### config.mk
export PLATFORM = sky130hd
export DESIGN_NAME = voice_allocator
export DESIGN_NICKNAME = d
export VERILOG_FILES = /design/src/rtl/voice_allocator.sv
export SDC_FILE = /design/constraint.sdc
export NUM_CORES = 1
export LEC_CHECK = 0
export BUFFER_PORTS_ARGS = -buffer_cell sky130_fd_sc_hd__buf_2
export CAP_MARGIN = 0
export CORE_MARGIN = 2
export CORE_UTILIZATION = 40
export CTS_BUF_LIST = sky130_fd_sc_hd__clkbuf_8
export DETAILED_ROUTE_END_ITERATION = 7
export GPL_TIMING_DRIVEN = 0
export PLACE_DENSITY_LB_ADDON = 0.2
export REMOVE_ABC_BUFFERS = 1
export SLEW_MARGIN = 15
export SYNTH_ARGS = -nofsm -noshare
export SYNTH_HDL_FRONTEND = slang
export SYNTH_SLANG_ARGS = --single-unit
### constraint.sdc
create_clock -name clk -period 5.3 [get_ports clk]
set_input_delay 0 -clock clk [delete_from_list [all_inputs] [get_ports clk]]
set_output_delay 0 -clock clk [all_outputs]
set_load 0.05 [all_outputs]
### src/rtl/voice_allocator.sv
`timescale 1ns/1ps
// Maps note-on/off commands onto eight PWM period registers. Each command takes 10 cycles: IDLE, 8 SCAN, COMMIT.
// cmd_ready is high only in IDLE with all_off low. all_off clears every voice and aborts any command in flight.
module voice_allocator #(
    parameter int AGE_W = 3
) (
    input  logic        clk,
    input  logic        reset,
    input  logic        cmd_valid,
    output logic        cmd_ready,
    input  logic        cmd_on,
    input  logic [6:0]  cmd_note,
    input  logic [15:0] cmd_period,
    input  logic        all_off,
    output logic [15:0] pwm_reg0,
    output logic [15:0] pwm_reg1,
    output logic [15:0] pwm_reg2,
    output logic [15:0] pwm_reg3,
    output logic [15:0] pwm_reg4,
    output logic [15:0] pwm_reg5,
    output logic [15:0] pwm_reg6,
    output logic [15:0] pwm_reg7,
    output logic [7:0]  voice_active,
    output logic        steal_pulse
);
    localparam logic [AGE_W-1:0] AGE_MAX = '1;

    typedef enum logic [1:0] {IDLE, SCAN, COMMIT} state_t;
    state_t state, state_nxt;

    logic [2:0]       idx;
    logic             lat_on;
    logic [6:0]       lat_note;
    logic [15:0]      lat_period;
    logic             match_found, free_found, old_found;
    logic [2:0]       match_idx, free_idx, old_idx;
    logic [AGE_W-1:0] old_age;

    logic [7:0]       active;
    logic [6:0]       note   [8];
    logic [15:0]      period [8];
    logic [AGE_W-1:0] age    [8];

    logic       xfer;
    logic [2:0] tgt;
    logic       steal;

    assign cmd_ready    = (state == IDLE) && !all_off;
    assign xfer         = cmd_valid && cmd_ready;
    assign voice_active = active;
    assign pwm_reg0 = period[0];
    assign pwm_reg1 = period[1];
    assign pwm_reg2 = period[2];
    assign pwm_reg3 = period[3];
    assign pwm_reg4 = period[4];
    assign pwm_reg5 = period[5];
    assign pwm_reg6 = period[6];
    assign pwm_reg7 = period[7];

    always_ff @(posedge clk or negedge reset) begin
        if (!reset)       state <= IDLE;
        else if (all_off) state <= IDLE;
        else              state <= state_nxt;
    end

    always_comb begin
        state_nxt = state;
        case (state)
            IDLE:    if (xfer) state_nxt = SCAN;
            SCAN:    if (idx == 3'd7) state_nxt = COMMIT;
            COMMIT:  state_nxt = IDLE;
            default: state_nxt = IDLE;
        endcase
    end

    // Retrigger beats a free slot, which beats stealing the oldest voice.
    always_comb begin
        tgt   = match_idx;
        steal = 1'b0;
        if (lat_on && !match_found) begin
            if (free_found) begin
                tgt = free_idx;
            end else begin
                tgt   = old_idx;
                steal = 1'b1;
            end
        end
    end

    always_ff @(posedge clk or negedge reset) begin
        if (!reset) begin
            idx         <= '0;
            lat_on      <= 1'b0;
            lat_note    <= '0;
            lat_period  <= '0;
            match_found <= 1'b0;
            free_found  <= 1'b0;
            old_found   <= 1'b0;
            match_idx   <= '0;
            free_idx    <= '0;
            old_idx     <= '0;
            old_age     <= '0;
        end else if (state == IDLE && xfer) begin
            idx         <= '0;
            lat_on      <= cmd_on;
            lat_note    <= cmd_note;
            lat_period  <= cmd_period;
            match_found <= 1'b0;
            free_found  <= 1'b0;
            old_found   <= 1'b0;
        end else if (state == SCAN && !all_off) begin
            idx <= idx + 3'd1;
            if (active[idx] && note[idx] == lat_note && !match_found) begin
                match_found <= 1'b1;
                match_idx   <= idx;
            end
            if (!active[idx] && !free_found) begin
                free_found <= 1'b1;
                free_idx   <= idx;
            end
            // Strictly-greater keeps the lower index on equal ages.
            if (active[idx] && (!old_found || age[idx] > old_age)) begin
                old_found <= 1'b1;
                old_idx   <= idx;
                old_age   <= age[idx];
            end
        end
    end

    always_ff @(posedge clk or negedge reset) begin
        if (!reset) begin
            active      <= '0;
            steal_pulse <= 1'b0;
            for (int i = 0; i < 8; i++) begin
                note[i]   <= '0;
                period[i] <= '0;
                age[i]    <= '0;
            end
        end else if (all_off) begin
            active      <= '0;
            steal_pulse <= 1'b0;
            for (int i = 0; i < 8; i++) begin
                period[i] <= '0;
                age[i]    <= '0;
            end
        end else begin
            steal_pulse <= 1'b0;
            if (state == COMMIT) begin
                if (lat_on) begin
                    steal_pulse <= steal;
                    for (int i = 0; i < 8; i++) begin
                        if (3'(i) == tgt) begin
                            active[i] <= 1'b1;
                            note[i]   <= lat_note;
                            period[i] <= lat_period;
                            age[i]    <= '0;
                        end else if (active[i] && age[i] != AGE_MAX) begin
                            age[i] <= age[i] + 1'b1;
                        end
                    end
                end else if (match_found) begin
                    active[match_idx] <= 1'b0;
                    period[match_idx] <= '0;
                    age[match_idx]    <= '0;
                end
            end
        end
    end
endmodule
==> reports/qor.csv <==
stage;metric;value;unit
logic_synthesis;Post-Synthesis Cells;1032;
routing;DRC viols;0;
power;static leakage;7.31;nW
run;maximum capacitance violations;0;
logic_synthesis;Synth area leader;dfrtp_1;
power;Pwr Density;437;nW/um^2
finish;Syn-to-layout area delta;21.6;%
clocking;CTS tree;yes;
logic_synthesis;Seq/Total Area, Yosys;0.553;
critical_path;Setup crit start kind;flop;
clocking;CTS sink cnt;261;
routing;drt initial violations;644;
critical_path;CP max stage delay;1.25;ns
grt;initial antenna violation count;0;
logic_synthesis;synth unique cells;56;
sta;setup slack after layout;1.35;ns
worst_hold_path;Tightest Hold Check Type;in2async;
clocking;Post-CTS Setup Repair Bufs;0;
floorplanning;Core Box Area;28900;sq um
logic_synthesis;Syn Area/Cell;11.5;sq um
sta;normalized max-slew margin;0.204;
logic_synthesis;FF+latch count, synth;261;
power;Peak VDD IR;0.202;mV
critical_path;WS Path Type;reg2reg;
grt;largest net degree at the start of global routing;76;
logic_synthesis;Area contributors post-synth;dfrtp_1, o22a_1, mux2_2, nor2_1, nand2_1;
clocking;Worst-path clk slew;0.06;ns
clocking;H-tree levels;2;
routing;drt wl/cell;20.7;microns
sta;Hold Slack;0.00792;ns
finish;Nets;1267;
grt;first-pass GRT wire length;53.1;mm
critical_path;critical path data arrival time;4.39;ns
placement;DP HPWL;22.5;mm
sta;Tcrit/Tclk final;0.746;
sta;setup violators final;0;
floorplanning;Site Rows;62;
floorplanning;initial core utilization;0.408;
logic_synthesis;synth warn;0;
finish;Antenna diodes;0;
critical_path;CP bufs+invs;1;
floorplanning;Die X;176;microns
routing;Vias/cell;5.57;
critical_path;Slowest-stage cell, CP;o21ai_1;
run_status;status;complete, no violations;
sta;Final Hold Fails;0;
sta;RSZ-0062 raised after global routing;no;
logic_synthesis;FFs w/ async S/R, synth;1.00;
clocking;TritonCTS buffer count;46;
routing;drt total wl;34.0;mm
grt;global route overflow;0;
floorplanning;Ports;166;
routing;vias;9134;
sta;Max Clk Rate;253;MHz
floorplanning;Die Ht;176;microns
critical_path;Crit. End Element;flop;
sta;Slew Viols, Final;0;
grt;total track usage;0.221;
sta;Worst Tran Pin Value;1.19;ns
clocking;Root Driver;clkbuf_8;
logic_synthesis;dominant synthesized flop cell;dfrtp_1;
sta;skew final;0.0258;ns
grt;vias in the first global route;9096;
logic_synthesis;Post-Synthesis Cell Area;11800;sq um
logic_synthesis;number of synthesized flops with an enable pin;0;
clocking;clk buf depth;3;
finish;share of cells above drive strength 1;0.297;
critical_path;cell family with most CP delay;compound AO/OA/AOI/OAI gates;
critical_path;CP cell instances;clkinv_1, o21ai_1, nor2_1, o22a_1;
placement;GP Congestion;0.780;
sta;fin crit period;3.95;ns
critical_path;Critical Path RT;5.74;ns
clocking;Clock Latency Late Sink;0.57;ns
placement;pre-CTS setup slack;1.46;ns
logic_synthesis;top cell type's share of synthesized area;0.553;
placement;PortBufs;165;
routing;antenna-violating nets left;0;
critical_path;Max FO, Critical Path;32;
routing;DR pass1 iterations;5;
floorplanning;DIE AREA;30900;sq um
## worst register-to-register path, delay by kind of cell, from the launching register on
family	cells	cell delay (ns)
buffers and inverters	1	1.15
AO/OA/AOI/OAI	2	1.45
flip-flops	1	1.11
AND/OR/NAND/NOR	1	0.12
## layout make-up
type,instances,area [sq um]
fill,2691,14600
sequential,261,6530
multi-input combinational,697,5010
timing repair buffer,204,1300
clock buffer,62,853
tap,384,480
clock inverter,24,163
inverter,8,30.0
## synth_stat cells, types with 2 or more instances
cell,n
dfrtp_1,261
nor2_1,147
o22a_1,112
nand2_1,95
mux2_2,74
clkbuf_1,37
a22oi_1,26
mux2i_1,24
a21oi_1,21
ha_1,21
buf_2,19
o21ai_0,19
a22o_1,16
o21ai_1,16
nand3_1,15
mux4_2,12
nand2b_1,11
nand4_1,10
a31oi_1,7
nor3_1,7
nor3b_1,7
inv_1,6
nor2b_1,5
a311oi_1,4
buf_1,4
nor2_2,4
a21oi_2,3
a31o_2,3
and2_1,3
and3_1,3
buf_6,3
mux2_4,3
mux2i_2,3
o21a_1,3
or2_1,3
xor2_1,3
a311o_1,2
buf_4,2
## final timing paths
path,start,endpoint,slack (ns),cells past startpoint
max in group asynchronous,reset,pwm_reg2[6],4.56,4
worst max register to register,lat_on,pwm_reg2[2],1.35,4
worst min register to register,note[44],note[44],0.48,2
min in group clk,all_off,pwm_reg4[9],0.08,2
worst max-delay path,lat_on,pwm_reg2[2],1.35,4
worst min-delay path,reset,pwm_reg0[13],0.008,3
## layer usage
metal  GRT usage  share of wire  wire length, microns  up-vias
met2       0.351           0.47                 15900      248
met5           0              0                     0        -
met4      0.0620          0.022                   743        0
met3      0.0346          0.046                  1560       52
met1       0.315           0.46                 15800     4700
li1            -              -                     -     4134
## what timing repair did
action / CTS / global route
endpoints found under the hold margin: 210 / 0
hold buffers: 26 / 0
resized for setup: 0 / 0
## sequential cells by signal, indices dropped and copies added (netlist names), 8 cells and up
signal,cells
pwm_reg5,16
voice_active,8
pwm_reg0,16
pwm_reg6,16
pwm_reg2,16
pwm_reg3,16
pwm_reg4,16
age,24
lat_period,16
pwm_reg1,16
note,56
pwm_reg7,16
## cell usage in the layout, fill, tap and decap left out, types with 12 or more instances in the layout
cell type / instances
dfrtp_1: 260
buf_2: 166
nor2_1: 147
o22a_1: 112
nand2_1: 94
mux2_2: 74
clkbuf_8: 62
a22oi_1: 26
dlygate4sd3_1: 25
mux2i_1: 24
inv_1: 21
ha_1: 21
o21ai_0: 19
o21ai_1: 16
a22o_1: 16
nand3_1: 15
mux4_2: 12
a21oi_2: 12
a21oi_1: 12
## power by group
part	total, W	leakage (nW)	switching (W)	internal (W)
clock	0.00200	0.576	0.000856	0.00114
combinational	0.00178	3.28	0.00126	0.000520
sequential	0.00250	3.46	0.000249	0.00225
## logic make-up after synthesis
group	synth area share
compound gates	0.155
xor+xnor	0.00222
fa+ha+maj	0.0222
buf+inv	0.0290
flops	0.553
mux	0.121
simple gates	0.118
## stage by stage
stage | power [W] | instance area, sq um | setup TNS, ns | cells | utilization
floorplan | 0.00373 | 11500 | 0 | 966 | -
global placement | 0.00425 | 12800 | -172.23 | 1515 | 0.443
detailed placement | 0.00430 | 13100 | 0 | 1528 | 0.451
CTS | 0.00633 | 14400 | 0 | 1640 | 0.496
global route | 0.00657 | 14400 | 0 | 1640 | 0.496
finish | 0.00628 | 14400 | 0 | 1640 | 0.496
Power figures use the tool's default switching activity.
